`src/rtl/box_reduce_engine.sv`:
```
`default_nettype none
// ============================================================================
// Module   : box_reduce_engine
// Brief    : Multi-level 2x2 box reduction over an external ping-pong RAM.
//            Define BOX_COUNT_EN to enable per-level nonzero-box counting.
// Revision : 1.0 - initial release
// ============================================================================
module box_reduce_engine #(
  parameter int DATA_LEN  = 8,
  parameter int MAX_LEVEL = 3,
  parameter int LVL_W     = 2
) (
  input  logic                   i_clk,
  input  logic                   i_rst_n,
  input  logic                   i_start,
  input  logic [LVL_W-1:0]       i_n_levels,
  input  logic                   i_mode,
  output logic                   o_rd_en,
  output logic [2*MAX_LEVEL:0]   o_rd_addr,
  input  logic [DATA_LEN-1:0]    i_rd_data,
  output logic                   o_wr_en,
  output logic [2*MAX_LEVEL:0]   o_wr_addr,
  output logic [DATA_LEN-1:0]    o_wr_data,
  output logic                   o_busy,
  output logic                   o_done,
  output logic                   o_result_bank,
  output logic                   o_lvl_valid,
  output logic [LVL_W-1:0]       o_lvl_idx,
  output logic [2*MAX_LEVEL:0]   o_lvl_count
);

  localparam logic [LVL_W-1:0] c_MAX_LVL = LVL_W'(MAX_LEVEL);

  typedef enum logic [2:0] {
    S_IDLE  = 3'd0,
    S_READ  = 3'd1,
    S_DRAIN = 3'd2,
    S_NEXT  = 3'd3,
    S_DONE  = 3'd4
  } state_t;

  state_t r_state, w_next;

  logic                   r_src;
  logic                   r_mode;
  logic                   r_result_bank;
  logic [LVL_W-1:0]       r_level;
  logic [LVL_W-1:0]       r_n;
  logic [LVL_W-1:0]       w_n_clamped;
  logic [MAX_LEVEL-1:0]   r_i, r_j;
  logic [MAX_LEVEL-1:0]   w_side_m1;
  logic [MAX_LEVEL-1:0]   w_x, w_y;
  logic [1:0]             r_sub;
  logic                   w_cell_last;
  logic                   w_level_last;

  logic                   r_rd_vld;
  logic [1:0]             r_rd_k;
  logic [MAX_LEVEL-1:0]   r_rd_i, r_rd_j;
  logic [DATA_LEN+1:0]    r_acc;
  logic [DATA_LEN+1:0]    w_comb;
  logic [DATA_LEN-1:0]    w_result;
  logic                   r_wr_en;
  logic [2*MAX_LEVEL:0]   r_wr_addr;
  logic [DATA_LEN-1:0]    r_wr_data;

  assign w_n_clamped = ((i_n_levels == '0) || (i_n_levels > c_MAX_LVL)) ? c_MAX_LVL : i_n_levels;

  // Output side at level L is 2^(MAX_LEVEL-L); this is its last index.
  assign w_side_m1    = {MAX_LEVEL{1'b1}} >> r_level;
  assign w_cell_last  = (r_sub == 2'd3);
  assign w_level_last = w_cell_last && (r_i == w_side_m1) && (r_j == w_side_m1);

  assign w_x = (r_i << 1) | MAX_LEVEL'(r_sub[0]);
  assign w_y = (r_j << 1) | MAX_LEVEL'(r_sub[1]);

  always_ff @(posedge i_clk or negedge i_rst_n) begin
    if (!i_rst_n) begin
      r_state <= S_IDLE;
    end else begin
      r_state <= w_next;
    end
  end

  always_comb begin
    w_next  = r_state;
    o_rd_en = 1'b0;
    o_busy  = 1'b0;
    o_done  = 1'b0;
    case (r_state)
      S_IDLE: begin
        if (i_start) w_next = S_READ;
      end
      S_READ: begin
        o_rd_en = 1'b1;
        o_busy  = 1'b1;
        if (w_level_last) w_next = S_DRAIN;
      end
      S_DRAIN: begin
        o_busy = 1'b1;
        if (r_wr_en) w_next = S_NEXT;
      end
      S_NEXT: begin
        o_busy = 1'b1;
        w_next = (r_level == r_n) ? S_DONE : S_READ;
      end
      S_DONE: begin
        o_done = 1'b1;
        w_next = S_IDLE;
      end
      default: w_next = S_IDLE;
    endcase
  end

  always_ff @(posedge i_clk or negedge i_rst_n) begin
    if (!i_rst_n) begin
      r_src         <= 1'b0;
      r_mode        <= 1'b0;
      r_result_bank <= 1'b0;
      r_level       <= '0;
      r_n           <= '0;
      r_i           <= '0;
      r_j           <= '0;
      r_sub         <= '0;
    end else begin
      case (r_state)
        S_IDLE: begin
          if (i_start) begin
            r_level <= LVL_W'(1);
            r_src   <= 1'b0;
            r_n     <= w_n_clamped;
            r_mode  <= i_mode;
            r_i     <= '0;
            r_j     <= '0;
            r_sub   <= '0;
          end
        end
        S_READ: begin
          r_sub <= r_sub + 2'd1;
          if (w_cell_last) begin
            if (r_i == w_side_m1) begin
              r_i <= '0;
              r_j <= r_j + MAX_LEVEL'(1);
            end else begin
              r_i <= r_i + MAX_LEVEL'(1);
            end
          end
        end
        S_NEXT: begin
          r_src   <= ~r_src;
          r_level <= r_level + LVL_W'(1);
          r_i     <= '0;
          r_j     <= '0;
          r_sub   <= '0;
          if (r_level == r_n) r_result_bank <= r_level[0];
        end
        default: ;
      endcase
    end
  end

  // Sum is formed in DATA_LEN+2 bits so four full-scale cells cannot wrap.
  assign w_comb   = r_mode ? (({2'b00, i_rd_data} > r_acc) ? {2'b00, i_rd_data} : r_acc)
                           : (r_acc + {2'b00, i_rd_data});
  assign w_result = (|w_comb[DATA_LEN+1:DATA_LEN]) ? {DATA_LEN{1'b1}} : w_comb[DATA_LEN-1:0];

  always_ff @(posedge i_clk or negedge i_rst_n) begin
    if (!i_rst_n) begin
      r_rd_vld  <= 1'b0;
      r_rd_k    <= '0;
      r_rd_i    <= '0;
      r_rd_j    <= '0;
      r_acc     <= '0;
      r_wr_en   <= 1'b0;
      r_wr_addr <= '0;
      r_wr_data <= '0;
    end else begin
      r_rd_vld <= o_rd_en;
      r_rd_k   <= r_sub;
      r_rd_i   <= r_i;
      r_rd_j   <= r_j;
      r_wr_en  <= 1'b0;
      if (r_rd_vld) begin
        case (r_rd_k)
          2'd0: r_acc <= {2'b00, i_rd_data};
          2'd3: begin
            r_wr_en   <= 1'b1;
            r_wr_data <= w_result;
            r_wr_addr <= {~r_src, r_rd_j, r_rd_i};
          end
          default: r_acc <= w_comb;
        endcase
      end
    end
  end

  assign o_wr_en       = r_wr_en;
  assign o_wr_addr     = r_wr_addr;
  assign o_wr_data     = r_wr_data;
  assign o_rd_addr     = o_rd_en ? {r_src, w_y, w_x} : '0;
  assign o_result_bank = r_result_bank;

`ifdef BOX_COUNT_EN
  logic                 r_lvl_valid;
  logic [LVL_W-1:0]     r_lvl_idx;
  logic [2*MAX_LEVEL:0] r_lvl_count;
  logic [2*MAX_LEVEL:0] r_cnt;
  logic [2*MAX_LEVEL:0] w_cnt_nxt;
  logic                 w_nz;
  logic                 w_level_end;

  assign w_nz        = r_wr_en && (|r_wr_data);
  assign w_cnt_nxt   = r_cnt + {{(2*MAX_LEVEL){1'b0}}, w_nz};
  // In DRAIN the only write that can appear is the level's final one.
  assign w_level_end = (r_state == S_DRAIN) && r_wr_en;

  always_ff @(posedge i_clk or negedge i_rst_n) begin
    if (!i_rst_n) begin
      r_lvl_valid <= 1'b0;
      r_lvl_idx   <= '0;
      r_lvl_count <= '0;
      r_cnt       <= '0;
    end else begin
      r_lvl_valid <= 1'b0;
      if (w_level_end) begin
        r_lvl_valid <= 1'b1;
        r_lvl_idx   <= r_level;
        r_lvl_count <= w_cnt_nxt;
        r_cnt       <= '0;
      end else begin
        r_cnt <= w_cnt_nxt;
      end
    end
  end

  assign o_lvl_valid = r_lvl_valid;
  assign o_lvl_idx   = r_lvl_idx;
  assign o_lvl_count = r_lvl_count;
`else
  assign o_lvl_valid = 1'b0;
  assign o_lvl_idx   = '0;
  assign o_lvl_count = '0;
`endif

endmodule
`default_nettype wire

```
`config.mk`:
```
export PLATFORM = sky130hd
export DESIGN_NAME = box_reduce_engine
export DESIGN_NICKNAME = d
export VERILOG_FILES = /design/src/rtl/box_reduce_engine.sv
export SDC_FILE = /design/constraint.sdc
export NUM_CORES = 1
export LEC_CHECK = 0
export BUFFER_PORTS_ARGS = -buffer_cell sky130_fd_sc_hd__buf_2
export CAP_MARGIN = 0
export CORE_ASPECT_RATIO = 1.75
export CORE_MARGIN = 2
export CORE_UTILIZATION = 55
export DETAILED_ROUTE_END_ITERATION = 10
export GPL_TIMING_DRIVEN = 1
export PLACE_DENSITY = 0.87
export SYNTH_ARGS = -nofsm -noshare
export SYNTH_HDL_FRONTEND = slang
export SYNTH_SLANG_ARGS = --single-unit
```
`constraint.sdc`:
```
create_clock -name i_clk -period 5.1 [get_ports i_clk]
set_input_delay 0.255 -clock i_clk [delete_from_list [all_inputs] [get_ports i_clk]]
set_output_delay 0.255 -clock i_clk [all_outputs]
set_load 0.05 [all_outputs]
```
**Word level (Yosys, flattened, before mapping)**

Index checks and enable logic that the tools add are counted.
Widths: inputs -> output; s select.

- Memory bits (writable): 0
- Latch bits: 0
- Input bits: 14
- Output and inout port bits: 37
- Register bits after elaboration: 53
- Memories: 0
- Bits in read-only memories: 0

- Add/sub/neg operators: 5
- $mul: 0
- Shift operators: 1
- Div/mod/pow operators: 0
- Bitwise logic cells: 4
- Order comparisons: 2
- Multiplexer cells: 29
- Eq/ne operators: 14
- Reductions and logical operators: 19

Operator list:

| cell | number |
|---|---|
| $mux 3 | 9 |
| $mux 10 | 2 |
| $pmux 10 s2 | 1 |
| $pmux 3 s3 | 2 |
| $pmux 3 s4 | 1 |
| $reduce_and 2->1 | 6 |
| $add 10x8->10 | 1 |
| $gt 8x10->1 | 1 |
| $ne 2x2->1 const B | 5 |
| $mux 8 | 1 |
| $mux 7 | 1 |
| $add 3x1->3 const B | 2 |
| $eq 3x2->1 const B | 2 |
| $eq 3x3->1 | 2 |
| $mux 1 | 6 |
| $mux 2 | 3 |
| $or 3x1->3 | 2 |
| $pmux 2 s3 | 1 |
| $reduce_and 3->1 | 2 |
| $add 2x1->2 const B | 2 |
| $eq 2x2->1 const B | 2 |
| $logic_not 2->1 | 2 |
| $pmux 2 s2 | 1 |
| $reduce_and 4->1 | 1 |
| other kinds (14) | 16 |

**Depth between registers and ports, before layout**

Gate-level depths: netlist of run 1.

- Depth after elaboration: 6
- Depth in mapped cells: 10
- Mapped depth without buffers: 8

**Worst setup path before layout of run 1**

Ideal clock, no wire load.

- Path type: reg-to-reg
- Start: reg r_acc[5]
- End: reg r_acc[6]
- Library setup time: 0.148 ns
- Data required time: 4.952 ns
- Clock period less this slack: 2.284 ns
- Stages on the path, launching flop included: 11
- Setup slack: 2.816 ns
- Data arrival time: 2.136 ns
- Cell sequence: dfrtp_1 -> inv_1 -> ha_1 -> buf_2 -> a211oi_1 -> nand2_1 -> o31a_1 -> buf_2 -> and3_1 -> a2111oi_0 -> a221oi_1

- Longest elaborated chain between the ends: 4

RTL lines:

| element | line | source |
|---|---|---|
| start: declaration | 60 | `logic [DATA_LEN+1:0] r_acc;` |
| start signal: assignment | 185 | `2'd0: r_acc <= {2'b00, i_rd_data};` |
| start signal: assignment | 191 | `default: r_acc <= w_comb;` |
| $gt 8x10->1 | 163 | `assign w_comb = r_mode ? (({2'b00, i_rd_data} > r_acc) ? {2'b00, i_rd_data} : r_acc)` |
| $mux 10 | 163 |  |
| $mux 10 (*) | 163 |  |
| $pmux 10 s2 (*) | 184 | `case (r_rd_k)` |

Mark *: on every way between the ends. The rest lies on a longest branch, timed or not.
A chain may end at the register's enable or synchronous reset.

**Worst setup path in the final report of run 1**

- Start: reg r_acc[5]
- End: reg r_acc[4]

- Longest elaborated chain between the ends: 4

RTL lines:

| element | line |
|---|---|
| $gt 8x10->1 | 163 |
| $mux 10 (2 in series) | 163 |
| $pmux 10 s2 | 184 |

No other way between the ends.

==> run metrics, run 1 <==
maximum number of pins on one net before global-route repair 54; initial cell density of the core 56.3%; Pre-Repair DR Iteration Count 4; clock edge transition at the registers on the reported setup and hold paths 0.09 ns; worst supply voltage drop on vdd ~190 µV; Net Sw Power 381 µW; setup repair bufs after CTS 0; internal reg-to-reg setup slack approximately 2.4 ns; crit path buf inv count 1; Seq pwr share 46.0%; Synth Flop Type sky130_fd_sc_hd__dfrtp_1; overall global routing resource usage 25.0%; area share of the largest cell type after synthesis 38.4%; number of cells produced by synthesis 390; number of antenna repair diodes 0; Setup-failing EPs final 0; data arrival at the endpoint of the critical path about 2.9 ns; Final TNS setup 0 ns; setup slack after placement ~2.5 ns; cell type of the slowest stage on the worst timing path sky130_fd_sc_hd__o31a_1; clock latency reported for the late side of the worst-skew pair roughly 0.29 ns; share of cell area taken by muxes after synthesis about 2.2%; type of the worst setup path reg -> reg; CTS tree built; count of clock tree sinks 53; crit path time final approximately 2.7 ns; relative max-transition margin between 40% and 50%; stage delay of the slowest cell on the critical path ~0.48 ns; growth of design area from synthesis to finish 7.90%; fraction of the mapped netlist area in compound gates about a quarter; sequential cell area fraction in the yosys report a little under two fifths; final critical-path setup slack around 2.4 ns; R2R depth 8; Die Width approximately 64 µm; Leak Pwr about 1.8 nW; Hold Fails Final Rpt 0; mean instance size in the synthesized netlist 8.86 µm²; number of design-rule violations left by the first detailed-router iteration roughly 180; overall die area just under 7000 µm²; portion of the clock cycle consumed by the worst path in the final layout 52.5%; Post-Route WL around 8 mm; actual slew at the worst max-slew pin 0.834 ns; cts repair resizes 0; half-perimeter wire length after placement 6.34 mm; result of the run finished clean; top-count cell post-synth sky130_fd_sc_hd__dfrtp_1; placeable core region ~6100 µm²; count of nets after finishing roughly 450; post-cts hold buffer count 0; residual overflow from global routing 0; launch instance of the worst register-to-register path r_acc[5]; cell area after synthesis 3450 µm²; routed via count divided by cell count 6.11; crit-path max FO 10; DRC errors left 0; Worst Setup End Kind register; post-synthesis share of cell area spent on xor and xnor gates about 2.3%; dominant combinational cell family by area after synthesis compound AO/OA/AOI/OAI gates; largest clock skew in the final design 0.00622 ns; cell type with the largest total area after synthesis sky130_fd_sc_hd__dfrtp_1; Final Max Slew Viols 0; share of total power in combinational logic between 30% and 40%; Worst Hold Class in -> async; critical-path cell list inv_1, ha_1, nand4_1, a21oi_1, o31a_1, mux2_2, a221oi_1, nor2_1; antenna violations before repair 0; Critical Path Start Type register; ranking of synthesized cells by area sky130_fd_sc_hd__dfrtp_1, sky130_fd_sc_hd__ha_1, sky130_fd_sc_hd__nand2_1; CP top delay family compound AO/OA/AOI/OAI gates; maximum clock frequency between 0.3 and 0.4 GHz; remaining antenna violation count after routing 0; number of levels the H-tree was split into 2; root buf cell sky130_fd_sc_hd__clkbuf_8; part of the total power dissipated in the clock network a little under a quarter; Unique masters post-synth 63; internal power between 600 and 700 µW; worst endpoint required time ~5.3 ns; fraction of power spent switching nets ~37%; async set-reset flop share out of synthesis 100%; Port-buffer cells 40; average detailed-routed wire length per instance 16.5 µm; total number of vias approximately 3000; top cells by instance count after synthesis sky130_fd_sc_hd__dfrtp_1, sky130_fd_sc_hd__nand2_1, sky130_fd_sc_hd__nor2_1; vertical die dimension about 110 µm; flip-flop and latch count after synthesis 53; Post-Synth Simple-Gate Area between 10% and 20%; endpoint of the worst register-to-register path r_acc[4]; power density of the placed cells approximately 280 nW/µm²; number of flops mapped to enable cells by yosys 0; total number of placement rows 38; gp weighted congestion 1.00; global-route wire length before repair about 14 mm; proportion of layout cells with a drive suffix above 1 ~15%; number of global-route vias before repair 2973; clk buf depth 2; RSZ-0062 raised after global routing false; area share of fa/ha/maj cells after synthesis under 10%; total CTS buffers 5; YS warnings 0; number of top-level pins 51; max-cap check violation count 0
==> state kept, by name (all words and copies together) (netlist names), 2 cells and up <==
| register | count |
|---|---|
| r_sub | 2 |
| o_wr_addr | 7 |
| r_state | 3 |
| r_level | 2 |
| r_rd_i | 3 |
| r_rd_j | 3 |
| r_i | 3 |
| r_rd_k | 2 |
| r_n | 2 |
| r_acc | 10 |
| r_j | 3 |
| o_wr_data | 8 |
==> area by class of cell <==
| type | count | area, µm² |
|---|---|---|
| inverter | 24 | 90.1 |
| sequential | 53 | 1330 |
| fill | 534 | 2410 |
| tap | 80 | 100 |
| multi-input combinational | 292 | 1920 |
| clock buffer | 7 | 86.3 |
| timing repair buffer | 41 | 208 |
==> power groups by stage <==
stage	clock [mW]	combinational, mW	sequential (mW)
2_1_floorplan	0	0.156	0.578
3_3_place_gp	0	0.318	0.484
3_5_place_dp	0	0.323	0.486
4_1_cts	0.237	0.325	0.477
5_1_grt	0.252	0.350	0.482
6_report	0.236	0.324	0.478
==> routing by layer <==
| metal | track usage, % | wire length, µm | vias up |
|---|---|---|---|
| li1 | - | - | 1433 |
| met1 | 27.4 | 3140 | 1484 |
| met2 | 46.5 | 4440 | 89 |
| met3 | 2.58 | 266 | 29 |
| met4 | 13.5 | 332 | 0 |
| met5 | 0 | 0 | - |
==> cell families (layout without fill, tap and decap cells) <==
| logic type | Yosys count | after routing |
|---|---|---|
| AND/OR/NAND/NOR | 128 | 128 |
| AO/OA/AOI/OAI | 116 | 116 |
| buffers and inverters | 54 | 72 |
| flip-flops | 53 | 53 |
| adder cells (fa/ha/maj) | 22 | 22 |
| XOR/XNOR | 9 | 9 |
| multiplexers | 7 | 7 |
| other | 1 | 10 |
==> worst reg2reg max path: cells and delay by family (launching register included) <==
family / cells / cell delay (ns)
compound gates: 3 / 1.03
fa+ha+maj: 1 / 0.44
buf+inv: 1 / 0.07
flops: 1 / 0.38
mux: 1 / 0.40
simple gates: 2 / 0.25
==> stage by stage <==
stage	cells	total power [mW]	area (µm²)	hold slack, ns	utilization (%)
after floorplan	399	0.734	3490	-0.0406	-
after global placement	490	0.801	3640	0.402	59.4
after detailed placement	490	0.809	3640	0.407	59.4
after CTS	497	1.04	3730	0.0868	60.8
after global routing	497	1.08	3730	0.126	60.8
final	497	1.04	3730	0.0429	60.8
==> worst max-delay path by stage <==
stage                         from      endpoint  slack, ns  cells past startpoint
after floorplan           r_acc[5]      r_acc[6]       2.82                     10
after detailed placement  r_acc[5]  o_wr_data[3]       2.47                      8
final                     r_acc[5]      r_acc[4]       2.42                      8
after global routing      r_acc[5]      r_acc[4]       2.17                      8
after global placement    r_acc[4]      r_acc[4]       2.54                      8
after CTS                 r_acc[5]  o_wr_data[3]       2.46                      8
==> layout by cell type, fill, tap and decap left out, types with 8 or more instances in the layout <==
cell type	instances
sky130_fd_sc_hd__inv_1	24
sky130_fd_sc_hd__o21ai_0	17
sky130_fd_sc_hd__nand2b_1	8
sky130_fd_sc_hd__a21oi_1	25
sky130_fd_sc_hd__buf_2	40
sky130_fd_sc_hd__and3_1	8
sky130_fd_sc_hd__conb_1	10
sky130_fd_sc_hd__ha_1	21
sky130_fd_sc_hd__nor2_1	32
sky130_fd_sc_hd__nand2_1	41
sky130_fd_sc_hd__dfrtp_1	53
sky130_fd_sc_hd__o211ai_1	13
Power figures use the tool's default switching activity.
==> run 2, diff against run 1 <==
--- a/config.mk
+++ b/config.mk
@@ -5,11 +5,12 @@
 export SDC_FILE = /design/constraint.sdc
 export NUM_CORES = 1
 export LEC_CHECK = 0
+export ABC_AREA = 1
 export BUFFER_PORTS_ARGS = -buffer_cell sky130_fd_sc_hd__buf_2
 export CAP_MARGIN = 0
 export CORE_ASPECT_RATIO = 1.75
 export CORE_MARGIN = 2
-export CORE_UTILIZATION = 55
+export CORE_UTILIZATION = 52
 export DETAILED_ROUTE_END_ITERATION = 10
 export GPL_TIMING_DRIVEN = 1
 export PLACE_DENSITY = 0.87
==> constraint.sdc (replaced) <==
create_clock -name i_clk -period 2.27 [get_ports i_clk]
set_input_delay 0.1135 -clock i_clk [delete_from_list [all_inputs] [get_ports i_clk]]
set_output_delay 0.1135 -clock i_clk [all_outputs]
set_load 0.05 [all_outputs]
==> run metrics, run 2 <==
Die Width 65.4 µm (+2.4%); Port-buffer cells 40 (unchanged); RSZ-0062 raised after global routing false; start point of the worst min-delay path i_mode; met1 Resource Use GR 23.3% (-4.2 points); gp weighted congestion 0.891 (-11%); result of the run finished clean; Pre-Repair DR Iteration Count 4 (unchanged); count of nets after finishing 535 (+18%); area share of the largest cell type after synthesis 38.6% (+0.24 points); cell type with the largest total area after synthesis sky130_fd_sc_hd__dfrtp_1; max-cap check violation count 0 (unchanged); overall die area 7290 µm² (+4.9%); stage delay of the slowest cell on the critical path 0.40 ns (-0.08 ns); initial cell density of the core 53.3% (-3.0 points); proportion of layout cells with a drive suffix above 1 20.0% (+4.7 points); clk buf depth 2 (unchanged); growth of design area from synthesis to finish 12.9%; antenna violations before repair 0 (unchanged); launch instance of the worst register-to-register path r_acc[0]; number of global-route vias before repair 2978 (+0.17%); remaining antenna violation count after routing 0 (unchanged); number of levels the H-tree was split into 2 (unchanged); average detailed-routed wire length per instance 13.8 µm (-16%); Final TNS setup 0 ns (unchanged); DRC errors left 0 (unchanged); Finished Core Util 60.2% (-0.57 points); largest clock skew in the final design 0.00493 ns (-0.00129 ns); placeable core region 6440 µm² (+5.0%); internal reg-to-reg setup slack 0.18 ns (-2.25 ns); Critical Path Start Type register; Hold Fails Final Rpt 0 (unchanged); root buf cell sky130_fd_sc_hd__clkbuf_16; power density of the placed cells 475 nW/µm² (+71%); YS warnings 0 (unchanged); register containing the most flip-flops in the final layout r_acc; mean instance size in the synthesized netlist 7.60 µm² (-14%); endpoint of the worst register-to-register path o_wr_data[7]; Worst Setup End Kind register; setup slack after placement 0.119 ns (-2.35 ns); Largest register FFs 10 (unchanged); final non-filler cell area 3880 µm² (+4.0%); number of top-level pins 51 (unchanged); count of placed standard cells in the final layout, fillers left out 582 (+17%); GRT busiest layer met2; cell count after placement 572 (+17%); CTS tree built; critical-path cell list ha_2, fa_1, nand3_1, o211ai_1, nand2_1, nand2_1, nand3_1, nand2_1, inv_1, nand2_2, nor2_1, nor2_1; met2 Usage GRT 42.9% (-3.6 points); leading cell type in the layout, fill and taps excluded sky130_fd_sc_hd__nand2_1; top-count cell post-synth sky130_fd_sc_hd__nand2_1; total number of vias 2950 (-2.8%); leading cell types in the layout, fill and taps excluded sky130_fd_sc_hd__nand2_1, sky130_fd_sc_hd__inv_1, sky130_fd_sc_hd__dfrtp_1, sky130_fd_sc_hd__buf_2; crit-path max FO 5 (-5); vertical die dimension 111 µm (+2.4%); Unique masters post-synth 38 (-40%); number of antenna repair diodes 0 (unchanged); total CTS buffers 5 (unchanged); R2R depth 12 (+4); type of the worst setup path reg -> reg; clock edge transition at the registers on the reported setup and hold paths 0.07 ns (-0.02 ns); Synth Flop Type sky130_fd_sc_hd__dfrtp_1; Filler Cell Count 568 (+6.4%); routed via count divided by cell count 5.07 (-17%); Setup-failing EPs final 0 (unchanged); portion of the clock cycle consumed by the worst path in the final layout 92.2% (+40 points); CP top delay family simple AND/OR/NAND/NOR gates; sequential cell area in the final layout 1330 µm² (unchanged); worst setup path startpoint r_acc[0]; async set-reset flop share out of synthesis 100% (unchanged); final critical-path setup slack 0.177 ns (-2.25 ns); Min-Delay Path Depth 3; cell type of the slowest stage on the worst timing path sky130_fd_sc_hd__fa_1; top cells by instance count after synthesis sky130_fd_sc_hd__nand2_1, sky130_fd_sc_hd__inv_1, sky130_fd_sc_hd__dfrtp_1; area used by multi-input combinational logic 1780 µm² (-7.1%); Leak Pwr 2.17 nW (+24%); number of design-rule violations left by the first detailed-router iteration 148 (-19%); most frequent cell on the critical path sky130_fd_sc_hd__nand2_1; number of cells produced by synthesis 452 (+16%); worst hold path endpoint r_mode; global-route wire length before repair 13.0 mm (-5.3%); clock latency reported for the late side of the worst-skew pair 0.29 ns (about the same); maximum number of pins on one net before global-route repair 25 (-54%); number of flops mapped to enable cells by yosys 0 (unchanged); overall global routing resource usage 23.1% (-2.0 points); total number of placement rows 39 (+2.6%); ranking of synthesized cells by area sky130_fd_sc_hd__dfrtp_1, sky130_fd_sc_hd__nand2_1, sky130_fd_sc_hd__ha_1; data arrival at the endpoint of the critical path 2.28 ns (-0.58 ns); Worst Hold Class in -> reg; residual overflow from global routing 0 (unchanged); worst supply voltage drop on vdd 471 µV (+150%); maximum clock frequency 0.478 GHz (+28%); count of clock tree sinks 53 (unchanged); flip-flop and latch count after synthesis 53 (unchanged); worst endpoint required time 2.46 ns (-2.82 ns); crit path time final 2.09 ns (-0.584 ns); crit path buf inv count 1 (unchanged); Post-Route WL 8.03 mm (-1.9%); cell area after placement 3710 µm² (+1.8%); global routing met3 resource utilization 3.43% (+0.85 points); Final Max Slew Viols 0 (unchanged); half-perimeter wire length after placement 6.32 mm (-0.22%); cell area after synthesis 3430 µm² (-0.62%); sequential cell area fraction in the yosys report 38.6% (+0.24 points)
run 2: cell count changes after synthesis, sizes merged, moves of 7 or more:
cell	change
a21oi	-9
and3	-8
clkbuf	-14
inv	+47
nand2	+94
nand2b	-8
nand3	+38
nor2	+9
o211ai	-12
o311ai	-7
run 2: final cells by class:
class,count,area share [%]
well taps,82,2.65
multi-input cells,320,45.9
repair buffers,47,6.58
inverters,72,6.97
clock inverters,3,0.452
clock buffers,5,3.23
flip-flops and latches,53,34.2
run 2: what timing repair did:
item | CTS | global route
buffers inserted | 0 | 1
endpoints found under the hold margin | 12 | 0
setup endpoints to repair | 0 | 8
hold buffers | 1 | 0
gates resized for setup | 0 | 4
run 2: through the flow:
stage | total power, mW | hold slack [ns]
global route | 1.91 | 0.0772
floorplan | 1.07 | -0.182
detailed placement | 1.11 | 0.0286
finish | 1.84 | 0.0477
CTS | 1.85 | 0.0429
global placement | 1.11 | 0.0281
run 2: worst max-delay path by stage:
stage / slack, ns / endpoint / depth (start not counted)
2_1_floorplan: 0.39 / o_wr_data[3] / 12
3_3_place_gp: 0.21 / o_wr_data[6] / 12
3_5_place_dp: 0.12 / o_wr_data[3] / 12
4_1_cts: 0.11 / o_wr_data[3] / 12
5_1_grt: 0.009 / o_wr_data[0] / 14
6_report: 0.18 / o_wr_data[7] / 12
run 2: metal layers:
metal | vias up | share of wire [%]
met4 | 0 | 3.7
met3 | 23 | 3.1
met5 | - | 0
met2 | 79 | 56
met1 | 1362 | 37
li1 | 1486 | -
run 2: kinds of logic after synthesis:
logic type                 Yosys count  share of synthesized area (%)
AOI/OAI and AO/OA                   49                           8.31
buffers and inverters               88                           10.9
and+or+nand+nor                    234                           32.5
adders and majority gates           22                           8.24
xor gates and xnor gates             5                           1.28
DFF                                 53                           38.6
other                                1                          0.109
run 2: worst register-to-register path, stage by stage, from the launching register on:
cell                       delay (ns)
sky130_fd_sc_hd__dfrtp_1         0.38
sky130_fd_sc_hd__ha_2            0.20
sky130_fd_sc_hd__fa_1            0.40
sky130_fd_sc_hd__nand3_1         0.11
sky130_fd_sc_hd__o211ai_1        0.16
sky130_fd_sc_hd__nand2_1         0.10
sky130_fd_sc_hd__nand2_1         0.07
sky130_fd_sc_hd__nand3_1         0.07
sky130_fd_sc_hd__nand2_1         0.10
sky130_fd_sc_hd__inv_1           0.11
sky130_fd_sc_hd__nand2_2         0.11
sky130_fd_sc_hd__nor2_1          0.13
sky130_fd_sc_hd__nor2_1          0.05
run 2: where the power goes:
part | total [mW] | internal, mW | switching [mW]
Clock | 0.747 | 0.405 | 0.342
Sequential | 0.944 | 0.944 | 0
Combinational | 0.152 | 0.0375 | 0.114
Total | 1.84 | 1.39 | 0.456
==> run 3, diff against run 2 <==
--- a/config.mk
+++ b/config.mk
@@ -11,9 +11,10 @@
 export CORE_ASPECT_RATIO = 1.75
 export CORE_MARGIN = 2
 export CORE_UTILIZATION = 52
+export CTS_CLUSTER_DIAMETER = 200
 export DETAILED_ROUTE_END_ITERATION = 10
 export GPL_TIMING_DRIVEN = 1
-export PLACE_DENSITY = 0.87
+export PLACE_DENSITY_LB_ADDON = 0.12
 export SYNTH_ARGS = -nofsm -noshare
 export SYNTH_HDL_FRONTEND = slang
 export SYNTH_SLANG_ARGS = --single-unit
==> run metrics, run 3 (synthesis results as in run 2) <==
result of the run finished clean; maximum number of pins on one net before global-route repair 29 (+16%); gp weighted congestion 0.862 (-3.3%); relative max-transition margin between 50% and 60%; launch instance of the worst register-to-register path r_acc[0]; largest clock skew in the final design 0.00734 ns (+0.00240 ns); area used by multi-input combinational logic 1820 µm² (+2.2%); count of clock tree sinks 53 (unchanged); Pre-Repair DR Iteration Count 4 (unchanged); number of top-level pins 51 (unchanged); Setup-failing EPs final 0 (unchanged); Final Max Slew Viols 0 (unchanged); clock latency reported for the late side of the worst-skew pair 0.29 ns (about the same); power density of the placed cells 463 nW/µm² (-2.6%); data arrival at the endpoint of the critical path 2.30 ns (+0.02 ns); maximum clock frequency 0.472 GHz (-1.2%); total number of placement rows 39 (unchanged); growth of design area from synthesis to finish 14.2%; residual overflow from global routing 0 (unchanged); overall die area 7290 µm² (unchanged); portion of the clock cycle consumed by the worst path in the final layout 93.3% (+1.1 points); share of total power in combinational logic 9.0% (+0.8 points); Post-Route WL 7.84 mm (-2.3%); type of the worst setup path reg -> reg; Worst Hold Class in -> reg; register containing the most flip-flops in the final layout r_acc; antenna violations before repair 0 (unchanged); Net Sw Power 433 µW (-5.1%); total CTS buffers 5 (unchanged); proportion of layout cells with a drive suffix above 1 21.6% (+1.6 points); most frequent cell on the critical path sky130_fd_sc_hd__nand2_1; fraction of power spent switching nets 23.9% (-0.89 points); clk buf depth 2 (unchanged); Worst Setup End Kind register; worst hold path endpoint r_mode; actual slew at the worst max-slew pin just over 0.6 ns; Seq pwr share 52.0% (+0.8 points); half-perimeter wire length after placement 6.38 mm (+0.84%); max-cap check violation count 0 (unchanged); clock edge transition at the registers on the reported setup and hold paths 0.07 ns (about the same); remaining antenna violation count after routing 0 (unchanged); number of design-rule violations left by the first detailed-router iteration 102 (-31%); cell type of the slowest stage on the worst timing path sky130_fd_sc_hd__dfrtp_1; setup slack after placement 0.0333 ns (-0.0860 ns); internal reg-to-reg setup slack 0.15 ns (-0.02 ns); crit-path max FO 5 (unchanged); Hold Fails Final Rpt 0 (unchanged); Leak Pwr 2.17 nW (about the same); part of the total power dissipated in the clock network 38.9% (-1.6 points); worst supply voltage drop on vdd 598 µV (+27%); number of antenna repair diodes 0 (unchanged); initial cell density of the core 53.3% (unchanged); crit path buf inv count 1 (unchanged); Die Width 65.4 µm (unchanged); number of levels the H-tree was split into 2 (unchanged); worst endpoint required time 2.46 ns (about the same); total number of vias 2899 (-1.7%); global-route wire length before repair 12.8 mm (-1.7%); stage delay of the slowest cell on the critical path 0.42 ns (+0.02 ns); placeable core region 6440 µm² (unchanged); routed via count divided by cell count 4.98 (-1.7%); Final TNS setup 0 ns (unchanged); vertical die dimension 111 µm (unchanged); CTS tree built; endpoint of the worst register-to-register path o_wr_data[1]; Min-Delay Path Depth 3 (unchanged); leading cell type in the layout, fill and taps excluded sky130_fd_sc_hd__nand2_1; Largest register FFs 10 (unchanged); critical-path cell list ha_1, fa_2, nand3_1, o211ai_1, nand2_1, nand2_1, nand3_1, nand2_1, inv_1, nand2_2, nor2_1, nor2_1; start point of the worst min-delay path i_mode; average detailed-routed wire length per instance 13.5 µm (-2.3%); overall global routing resource usage 22.6% (-0.44 points); R2R depth 12 (unchanged); internal power 1.38 mW (-0.36%); DRC errors left 0 (unchanged); leading cell types in the layout, fill and taps excluded sky130_fd_sc_hd__nand2_1, sky130_fd_sc_hd__inv_1, sky130_fd_sc_hd__dfrtp_1, sky130_fd_sc_hd__buf_2, sky130_fd_sc_hd__nand3_1; number of global-route vias before repair 2880 (-3.3%); Critical Path Start Type register; Filler Cell Count 639 (+13%); sequential cell area in the final layout 1330 µm² (about the same); CP top delay family simple AND/OR/NAND/NOR gates; Port-buffer cells 40 (unchanged); count of nets after finishing 537 (+0.37%); final critical-path setup slack 0.152 ns (-0.0249 ns); crit path time final 2.12 ns (+0.0249 ns); root buf cell sky130_fd_sc_hd__clkbuf_16
-- run 3: cell count changes in the layout (fill, tap and decap cells not counted), sizes merged --
cell	before	now
clkinv	3	2
buf	46	48
clkinvlp	1	0
-- run 3: worst min-delay path: cells and delay by family --
family / cells / cell delay (ns)
and+or+nand+nor: 1 / 0.04
buffers and inverters: 1 / 0.07
AOI/OAI and AO/OA: 1 / 0.06
-- run 3: stage by stage --
step / util [%] / instance area [µm²] / hold WS, ns / cells / power [mW]
2_1_floorplan: - / 3470 / -0.182 / 461 / 1.07
3_3_place_gp: 57.7 / 3710 / 0.153 / 573 / 1.11
3_5_place_dp: 57.7 / 3710 / 0.164 / 573 / 1.12
4_1_cts: 59.8 / 3850 / 0.0283 / 580 / 1.83
5_1_grt: 60.9 / 3920 / 0.0498 / 582 / 1.88
6_report: 60.9 / 3920 / 0.0371 / 582 / 1.81
-- run 3: repair_timing --
action,in CTS,in global routing
setup endpoints to repair,0,8
buffers inserted,0,2
gates resized for setup,0,14
hold buffers,1,0
hold endpoints to repair,26,0
-- run 3: power by group through the flow --
stage                     clock network [mW]  logic (mW)  registers [mW]
after detailed placement                   0       0.153           0.962
after CTS                              0.728       0.155           0.944
after global placement                     0       0.151           0.962
final                                  0.706       0.164           0.944
after floorplan                            0       0.109           0.962
after global routing                   0.757       0.180           0.943
-- run 3: layout make-up --
cell class / instances / area share (%)
Tap cell: 82 / 2.62
Inverter: 72 / 6.89
Multi-Input combinational cell: 320 / 46.4
Clock buffer: 5 / 3.19
Sequential cell: 53 / 33.9
Timing Repair Buffer: 49 / 6.89
Clock inverter: 1 / 0.128
-- run 3: layer usage --
metal / track usage, % / wire (µm)
met4: 8.19 / 209
met2: 44.5 / 4520
met3: 2.42 / 159
met1: 23.5 / 2950
met5: 0 / 0
-- run 3: worst max path at each step --
stage	from	to	slack (ns)	cells past startpoint
2_1_floorplan	r_acc[0]	o_wr_data[3]	0.39	12
3_3_place_gp	r_acc[5]	o_wr_data[6]	0.04	14
3_5_place_dp	r_acc[3]	o_wr_data[5]	0.03	14
4_1_cts	r_acc[3]	o_wr_data[5]	0.02	14
5_1_grt	r_acc[4]	o_wr_data[7]	-0.01	14
6_report	r_acc[0]	o_wr_data[1]	0.15	12
